===== config.mk =====
export PLATFORM = sky130hd
export DESIGN_NAME = seq_mul_shift_add
export DESIGN_NICKNAME = d
export VERILOG_FILES = /design/src/rtl/seq_mul_shift_add.sv
export SDC_FILE = /design/constraint.sdc
export NUM_CORES = 1
export LEC_CHECK = 0
export BUFFER_PORTS_ARGS = -buffer_cell sky130_fd_sc_hd__clkbuf_2
export CAP_MARGIN = 10
export CORE_MARGIN = 5
export CORE_UTILIZATION = 50
export CTS_CLUSTER_DIAMETER = 60
export DETAILED_ROUTE_END_ITERATION = 8
export PLACE_DENSITY = 0.71
export SETUP_SLACK_MARGIN = 0.05
export SLEW_MARGIN = 20
export SYNTH_ARGS = -nofsm -noshare
export SYNTH_HDL_FRONTEND = slang
export SYNTH_SLANG_ARGS = --single-unit

===== constraint.sdc =====
create_clock -name clk -period 2.5 [get_ports clk]
set_input_delay 0.5 -clock clk [delete_from_list [all_inputs] [get_ports clk]]
set_output_delay 0.5 -clock clk [all_outputs]
set_load 0.01 [all_outputs]

===== src/rtl/seq_mul_shift_add.sv =====
// Shift-and-add unsigned multiplier, operands A then B on data_in; WIDTH RUN cycles, or fewer with EARLY_TERM_EN.
// Operands are accepted only while in_ready is high; start is ignored while busy.
module seq_mul_shift_add #(
  parameter int WIDTH = 16
) (
  input  logic               clk,
  input  logic               rst,
  input  logic               start,
  input  logic [WIDTH-1:0]   data_in,
  input  logic               in_valid,
  output logic               in_ready,
  output logic               busy,
  output logic               done,
  output logic [2*WIDTH-1:0] product
);

  localparam int CW = $clog2(WIDTH);
  localparam logic [CW-1:0] LAST_CNT = CW'(WIDTH - 1);

  localparam logic [2:0] S_IDLE   = 3'd0;
  localparam logic [2:0] S_LOAD_A = 3'd1;
  localparam logic [2:0] S_LOAD_B = 3'd2;
  localparam logic [2:0] S_RUN    = 3'd3;
  localparam logic [2:0] S_DONE   = 3'd4;

  logic [2:0]         state;
  logic [2*WIDTH-1:0] a_reg;
  logic [WIDTH-1:0]   b_reg;
  logic [2*WIDTH-1:0] acc;
  logic [2*WIDTH-1:0] acc_next;
  logic [CW-1:0]      cnt;

  always_comb begin
    acc_next = acc;
    if (b_reg[0]) acc_next = acc + a_reg;
  end

  always_ff @(posedge clk) begin
    if (rst) begin
      state   <= S_IDLE;
      a_reg   <= '0;
      b_reg   <= '0;
      acc     <= '0;
      cnt     <= '0;
      product <= '0;
    end else begin
      case (state)
        S_IDLE, S_DONE: begin
          if (start) state <= S_LOAD_A;
        end
        S_LOAD_A: begin
          if (in_valid) begin
            a_reg <= {{WIDTH{1'b0}}, data_in};
            state <= S_LOAD_B;
          end
        end
        S_LOAD_B: begin
          if (in_valid) begin
            b_reg <= data_in;
            acc   <= '0;
            cnt   <= '0;
            state <= S_RUN;
          end
        end
        S_RUN: begin
`ifdef EARLY_TERM_EN
          // No multiplier bits left: the accumulator already holds the product.
          if (b_reg == '0) begin
            product <= acc;
            state   <= S_DONE;
          end else
`endif
          begin
            acc   <= acc_next;
            a_reg <= a_reg << 1;
            b_reg <= b_reg >> 1;
            cnt   <= cnt + CW'(1);
            if (cnt == LAST_CNT) begin
              product <= acc_next;
              state   <= S_DONE;
            end
          end
        end
        default: state <= S_IDLE;
      endcase
    end
  end

  assign in_ready = (state == S_LOAD_A) || (state == S_LOAD_B);
  assign busy     = in_ready || (state == S_RUN);
  assign done     = (state == S_DONE);

endmodule


== Word-level counts from Yosys, hierarchy flattened ==
Cells that the tools add are included.

* Register bits: 119
* Latch bits: 0
* RAM bits: 0
* Memory bits (read-only): 0
* Bits of input ports: 20
* Memories kept: 0

* $add $sub $neg: 2
* Multiply operators: 0
* Divide/modulo/power cells: 0
* Order comparisons: 0
* Equal/unequal tests: 9
* Shift operators: 0
* Multiplexer cells: 14
* Bitwise gates (word level): 0
* Reductions and logical operators: 10

{| class="wikitable"
|+ Operator list
! cell !! count
|-
| one-hot mux 32 bit (2 select lines) || 2
|-
| 2-to-1 mux 32 bit || 3
|-
| adder 32 bit || 1
|-
| one-hot mux 16 bit (2 select lines) || 1
|-
| 2-to-1 mux 16 bit || 1
|-
| 2-to-1 mux 3 bit || 4
|-
| one-hot mux 3 bit (4 select lines) || 1
|-
| != test 2 bit (second input constant) || 4
|-
| one-hot mux 4 bit (2 select lines) || 1
|-
| == test 3 x 2 -> 1 bit (second input constant) || 2
|-
| AND reduction 2 bit || 3
|-
| adder 4 x 1 -> 4 bit (second input constant) || 1
|-
| == test 4 bit (second input constant) || 1
|-
| 2-to-1 mux 4 bit || 1
|-
| AND reduction 4 bit || 1
|-
| nonzero test 2 bit || 2
|-
| == test 3 x 1 -> 1 bit (second input constant) || 1
|-
| == test 3 bit (second input constant) || 1
|-
| zero test 3 bit || 1
|-
| logical OR 1 bit || 2
|-
| OR reduction 2 bit || 1
|}

== Longest topological paths before layout ==
Gate-level depths: netlist of the first run.

* Depth after elaboration: 4
* Depth in mapped cells: 12
* Gate-level depth less buffers: 12

== Least setup slack after synthesis of the first run ==
OpenSTA, ideal clock, no wires.

* Path kind: register to register
* From: register a_reg[0]
* To: register product[30]
* Arrival time: 2.626 ns
* Required time: 2.414 ns
* Slack: -0.211 ns
* Stages on the path, launching flop included: 13
* Period minus slack after synthesis: 2.711 ns
* Cell sequence: dfxtp_1 ha_1 fa_1 a211oi_1 o21ai_0 o21ai_0 a21oi_1 o21ai_2 o21ai_2 a221oi_2 xnor2_1 mux2i_1 a211oi_1

* Cells in the longest elaborated chain, start to end: 2

{| class="wikitable"
|+ Ends and longest elaborated chain
! what !! RTL line !! source
|-
| from (decl) || 27 || <nowiki>logic [2*WIDTH-1:0] a_reg;</nowiki>
|-
| from (signal assigned) || 53 || <nowiki>a_reg <= {{WIDTH{1'b0}}, data_in};</nowiki>
|-
| from (signal assigned) || 75 || <nowiki>a_reg <= a_reg << 1;</nowiki>
|-
| adder 32 bit || 35 || <nowiki>if (b_reg[0]) acc_next = acc + a_reg;</nowiki>
|-
| 2-to-1 mux 32 bit || 35 ||
|-
| to (signal assigned) || 79 || <nowiki>product <= acc_next;</nowiki>
|-
| to (decl) || 14 || <nowiki>output logic [2*WIDTH-1:0] product</nowiki>
|}

No other way between the ends.
A chain may end at the register's enable or synchronous reset.

== Worst setup path in the final report of the first run ==
* From: register a_reg[15]
* To: register acc[30]

* Cells in the longest elaborated chain, start to end: 3

{| class="wikitable"
|+ Ends and longest elaborated chain
! what !! RTL line !! source
|-
| adder 32 bit || 35 ||
|-
| 2-to-1 mux 32 bit || 35 ||
|-
| one-hot mux 32 bit (2 select lines) || 47 || <nowiki>case (state)</nowiki>
|-
| to (signal assigned) || 74 || <nowiki>acc <= acc_next;</nowiki>
|-
| to (decl) || 29 || <nowiki>logic [2*WIDTH-1:0] acc;</nowiki>
|}

No other way between the ends.

==> results.json, run 1 <==
{
  "path_max_fanout": 4,
  "drive_gt1_share_pct": 36.92,
  "cts_tree": "built",
  "die_w_um": 121.8,
  "postSynthCellCount": 757,
  "synthArstFlopShare_pct": 0,
  "met1_length_um": 8026,
  "worst-setup-path-type": "flip-flop to flip-flop",
  "tightest_slew_ns": 0.8978,
  "switching_share_pct": 22.29,
  "maxCapViolCount": 0,
  "postRouteWirelength_um": 18990,
  "syn_avg_cell_area_um2": 8.256,
  "dieArea_um2": 14840,
  "synth_edf_count": 0,
  "num_vias": 6261,
  "wl_met2_um": 9509,
  "fin_worst_skew_ns": 0.008194,
  "dpl_worst_slack_ns": -0.2542,
  "viasPerCell": 5.808,
  "grt_max_degree": 40,
  "track_usage_pct": 25.25,
  "worst_slack_ns": -0.1529,
  "crit_top_cell": "o21ai_2",
  "dr.max_layer_used": "met4",
  "dp_hpwl_um": 11930,
  "slew_viol_final": 0,
  "drc": 0,
  "port_buffers": 54,
  "yosys.cell_count.top_type": "nor2_1",
  "worstSetupEndpointType": "flip-flop",
  "rsz0062_at_grt": "true",
  "start_kind": "flip-flop",
  "grt_pass1_wl_um": 29670,
  "clockBufferDepth": 2,
  "seq_power_share_pct": 39.2,
  "rows": 40,
  "die_h_um": 121.8,
  "nets": 950,
  "first_pass_iters": 5,
  "path_buf_inv": 1,
  "placed_cell_area_um2": 7391,
  "setup_viol": 16,
  "crit_family": "compound AO/OA/AOI/OAI gates",
  "status": "complete, but fails checks",
  "clkPwrFrac_pct": 53.7,
  "clock_latency_ns": 0.43,
  "netlist_area_um2": 6250,
  "clk_pin_slew_worst_paths_ns": 0.06,
  "first_iter_violations": 464,
  "coreArea_um2": 12110,
  "max_freq_mhz": 376.9,
  "crit_chain": "ha_4 -> a21oi_4 -> o21ai_2 -> a311o_1 -> or3_4 -> o21ai_4 -> o21ai_2 -> a221oi_2 -> xnor2_1 -> buf_4 -> a22o_4",
  "num_antenna_cells": 0,
  "violations": "setup timing",
  "utilization_pct": 72.90,
  "combPwrFrac_pct": 7.1,
  "power.density_nw_per_um2": 567.8,
  "yosysSeqAreaShare_pct": 38.12,
  "synth_cell_types": 56,
  "yosysWarnings": 0,
  "dp_cells": 1025,
  "area_delta_synth_final_pct": 41.28,
  "whs_ns": 0.3062,
  "wl_per_cell_um": 17.61,
  "cts_buffers": 17,
  "ys_top_cells_by_count": "131 x nor2_1, 119 x dfxtp_1, 81 x nand2_1",
  "finalNonFillerCells": 1078,
  "synth_top_flop_cell": "dfxtp_1",
  "final_hold_viol_count": 0,
  "antenna_found_initial": 0,
  "io_pins": 55,
  "postCtsHoldBufs": 0,
  "synthTopCellsByArea": "dfxtp_1 38%, nor2_1 7.9%, ha_1 6.4%",
  "dr_wl_met3_um": 1008,
  "crit_required_ns": 2.82,
  "period_minus_slack_ns": 2.653,
  "fin_crit_sh_pct": 106.1,
  "slowest_stage": "or3_4",
  "ys_ff_latch": 119,
  "yosys.area.top_type": "dfxtp_1",
  "r2r_slack_ns": -0.15,
  "arrival_ns": 2.97,
  "cts_sinks": 119,
  "grt_pass1_vias": 6232,
  "ir_drop_v": 0.0003808,
  "slew_headroom_pct": 39.92,
  "cts_root_buf": "clkbuf_16",
  "gp_congestion": 0.9351,
  "leakagePower_nw": 3.538,
  "p_switching_mw": 1.118,
  "fin_area_um2": 8830,
  "synth_fp_nets": 810,
  "htreeDepth": 4,
  "initial_core_util_pct": 51.60,
  "hold_path_class": "input pin to flip-flop",
  "globalRouteOverflowTotal": 0,
  "intPower_mw": 3.896,
  "crit_path_max_incr_delay_ns": 0.36,
  "yosys.area.top_type_share_pct": 38.12,
  "drtAntennaViolNets": 0
}
-- cells in the final DEF (no fill, tap or decap), types with 6 or more instances in the layout --
cell       netlist  routed
a21oi_1         55      41
nor3_1           8       8
o21ai_2          2       7
inv_1            9       9
xor2_1          14      10
and3_1           8       6
nand2b_1         6       6
a22oi_1         50      48
clkbuf_2         1      53
buf_6            0      10
a21o_1           9       9
a311oi_1        17      17
nand2_1         81      75
clkbuf_8         0       6
ha_4             0      17
mux2i_1         26      25
xnor2_1         13       8
o21ai_0         15       9
buf_4            0     104
clkbuf_16        0      17
nor2_1         131     126
ha_1            32      13
a21oi_2          0       8
a211oi_1        35      28
nand3_1         13      11
dfxtp_2          0      31
a21oi_4          1       7
a211oi_2         0       6
o211ai_1         6       6
dfxtp_1        119      84
-- worst register-to-register path, cell delays in order, from the launching register on --
cell	delay, ns
dfxtp_2	0.33
ha_4	0.26
a21oi_4	0.15
o21ai_2	0.08
a311o_1	0.31
or3_4	0.36
o21ai_4	0.22
o21ai_2	0.09
a221oi_2	0.27
xnor2_1	0.13
buf_4	0.15
a22o_4	0.20
-- stage by stage --
step,TNS [ns],power (mW)
2_1_floorplan,0,2.193
3_3_place_gp,-1.723,2.305
3_5_place_dp,-3.089,2.317
4_1_cts,-0.5053,5.011
5_1_grt,-4.546,5.176
6_report,-1.238,5.014
-- final timing paths --
kind / from / end / depth (start not counted)
worst min-delay path: data_in[6] / a_reg[6] / 3
worst max register to register: a_reg[15] / acc[30] / 11
worst min register to register: product[11] / product[11] / 2
worst max-delay path: a_reg[15] / acc[30] / 11
-- logic make-up (layout without fill, tap and decap cells) --
| group | count (synthesis) | count (layout) | share of synthesized area, % |
|---|---|---|---|
| buf+inv | 58 | 211 | 3.523 |
| compound gates | 222 | 222 | 24.95 |
| simple gates | 268 | 268 | 18.02 |
| mux | 30 | 30 | 4.885 |
| flops | 119 | 119 | 38.12 |
| fa+ha+maj | 33 | 33 | 6.727 |
| xor+xnor | 27 | 27 | 3.784 |
-- layout make-up --
class	instances	area (µm²)
fillers	887	3282
repair buffers	170	1219
clock inverters	8	140.1
flip-flops and latches	119	2436
clock buffers	24	511.7
well taps	168	210.2
multi-input cells	580	4279
inverters	9	33.78
-- repair_timing --
item                                    CTS  global route
gates cloned                              0             0
pin swaps                                60            46
gates resized for setup                  89            54
endpoints found under the setup margin   34            40
buffers inserted                         11            11
-- power groups by stage --
stage	registers, mW	logic, mW	clock network (mW)
floorplan	1.99	0.204	0
global placement	2.00	0.305	0
detailed placement	2.00	0.315	0
CTS	1.97	0.333	2.71
global route	1.97	0.382	2.82
finish	1.97	0.357	2.69
-- routing by layer --
metal | up-vias | GRT usage [%]
li1 | 3013 | -
met3 | 46 | 6.407
met4 | 0 | 10.50
met1 | 3016 | 30.04
met5 | - | 0
met2 | 186 | 43.30
(Power assumes the default switching activity.)
==> inputs of run 2 (changes only) <==
Settings changed: BUFFER_PORTS_ARGS -buffer_cell sky130_fd_sc_hd__clkbuf_2 to unset, CORE_ASPECT_RATIO set to 0.7, CORE_MARGIN 5 to unset, DONT_BUFFER_PORTS set to 1, PLACE_DENSITY 0.71 to 0.68.
==> run 2 against run 1 <==
Against the previous run: the run still ends with setup timing left; clock skew is 0.00097 ns higher; cell count shrank 5.9%; utilization is 1.6 points lower; die area is 13% lower; sequential share of layout area grew 0.87 points; register-to-register slack got worse by 0.02 ns; flip-flop and latch count did not move; critical path depth is 2 higher; via count fell by 2.7%; sequential power about the same.
==> results.json, run 2 (same netlist as run 1, synthesis figures left out) <==
{
  "viasPerCell": 6.008,
  "status": "complete, but fails checks",
  "num_vias": 6092,
  "reg2reg_depth": 13,
  "power.density_nw_per_um2": 540.1,
  "r2r_slack_ns": -0.17,
  "grt_pass1_wl_um": 28320,
  "leakagePower_nw": 3.268,
  "globalRouteOverflowTotal": 0,
  "num_antenna_cells": 0,
  "clk_pin_slew_worst_paths_ns": 0.05,
  "hold_path_class": "input pin to flip-flop",
  "track_usage_pct": 28.35,
  "clock_latency_ns": 0.42,
  "final_hold_viol_count": 0,
  "utilization_pct": 71.29,
  "dp_hpwl_um": 11310,
  "fin_area_um2": 8507,
  "hold_end": "product[29]",
  "max_freq_mhz": 374.1,
  "cts_tree": "built",
  "nets": 898,
  "postRouteWirelength_um": 18660,
  "drive_gt1_share_pct": 33.14,
  "gp_congestion": 0.8966,
  "final_common_cell": "nor2_1",
  "whs_path_depth": 1,
  "whs_ns": 0.1534,
  "die_w_um": 135.6,
  "finalNonFillerCells": 1014,
  "die_h_um": 95.54,
  "drc": 0,
  "port_buffers": 0,
  "worst-setup-path-type": "flip-flop to flip-flop",
  "first_iter_violations": 554,
  "rsz0062_at_grt": "true",
  "io_pins": 55,
  "coreArea_um2": 11930,
  "crit_required_ns": 2.81,
  "grt_max_degree": 117,
  "wl_per_cell_um": 18.41,
  "violations": "setup timing",
  "period_minus_slack_ns": 2.673,
  "min_from": "rst",
  "fin_worst_skew_ns": 0.009160,
  "worst_slack_ns": -0.1732,
  "layout_common_cells": "128 x nor2_1, 106 x buf_4, 88 x dfxtp_1",
  "path_max_fanout": 3,
  "fin_crit_sh_pct": 106.9,
  "grt_pass1_vias": 5808,
  "start_kind": "flip-flop",
  "ir_drop_v": 0.0004279,
  "cts_sinks": 119,
  "slew_headroom_pct": 32.58,
  "cts_root_buf": "clkbuf_16",
  "setup_viol": 21,
  "worstSetupEndpointType": "flip-flop",
  "htreeDepth": 4,
  "slew_viol_final": 0,
  "r2r-end": "acc[16]",
  "antenna_found_initial": 0,
  "tightest_slew_ns": 1.008,
  "clockBufferDepth": 2,
  "first_pass_iters": 7,
  "drtAntennaViolNets": 0,
  "maxCapViolCount": 0,
  "rows": 33,
  "arrival_ns": 2.98,
  "area_delta_synth_final_pct": 36.12,
  "dieArea_um2": 12960,
  "r2r-start": "acc[7]",
  "initial_core_util_pct": 52.37,
  "placed_cell_area_um2": 7092,
  "dp_cells": 960,
  "cts_buffers": 17
}
-- run 2: cell types whose count changed in the layout (fill, tap and decap cells not counted), sizes merged --
cell and delta:
buf +1, clkbuf -54, clkinvlp +3, bufinv -3
-- run 2: area by class of cell --
type | count | area, µm²
Multi-Input combinational cell | 580 | 4347
Fill cell | 840 | 3426
Sequential cell | 119 | 2421
Timing Repair Buffer | 118 | 948.4
Clock buffer | 23 | 488.0
Tap cell | 157 | 196.4
Clock inverter | 8 | 72.57
Inverter | 9 | 33.78
-- run 2: where the power goes --
| group | switching [mW] | total [mW] | internal (mW) |
|---|---|---|---|
| clock | 0.867 | 2.32 | 1.46 |
| sequential | 0.0327 | 1.97 | 1.93 |
| combinational | 0.170 | 0.305 | 0.135 |
| total | 1.07 | 4.59 | 3.53 |
-- run 2: per-layer routing --
| metal | global-route usage [%] | up-vias | share of wire, % |
|---|---|---|---|
| li1 | - | 2903 | - |
| met4 | 11.42 | 0 | 2.0 |
| met1 | 35.26 | 2916 | 43 |
| met3 | 6.964 | 34 | 7.3 |
| met2 | 47.15 | 239 | 48 |
| met5 | 0 | - | 0 |
-- run 2: worst max path at each step --
stage                 start           to  slack, ns  cells after the start
finish               acc[7]      acc[16]      -0.17                     13
global route         acc[8]  product[18]      -0.34                     13
floorplan           acc[17]  product[27]      0.006                     11
CTS                  acc[0]      acc[16]      -0.08                     12
detailed placement  acc[17]      acc[31]      -0.33                     12
global placement    acc[17]      acc[31]      -0.21                     12
-- run 2: through the flow --
stage | setup WS, ns | TNS, ns | total power, mW
after floorplan | 0.006039 | 0 | 2.193
after global placement | -0.2097 | -2.172 | 2.256
after detailed placement | -0.3273 | -3.912 | 2.264
after CTS | -0.07764 | -0.3552 | 4.579
after global routing | -0.3393 | -5.244 | 4.724
final | -0.1732 | -1.850 | 4.595
-- run 2: what timing repair did --
item,in CTS,in global routing
setup buffers,9,15
hold endpoints to repair,0,0
setup endpoints to repair,35,42
hold buffers,0,0
pin swaps,46,47
gates resized for setup,69,73
-- run 2: worst max-delay path: stages (launching register included) --
cell       delay (ns)
dfxtp_2          0.33
ha_4             0.25
buf_6            0.12
a211oi_4         0.23
o21ai_1          0.10
o211ai_1         0.23
buf_4            0.19
a21boi_2         0.07
o31ai_4          0.26
nand2_2          0.12
xor2_2           0.19
mux2i_2          0.25
a2bb2oi_2        0.16
nor2_1           0.04
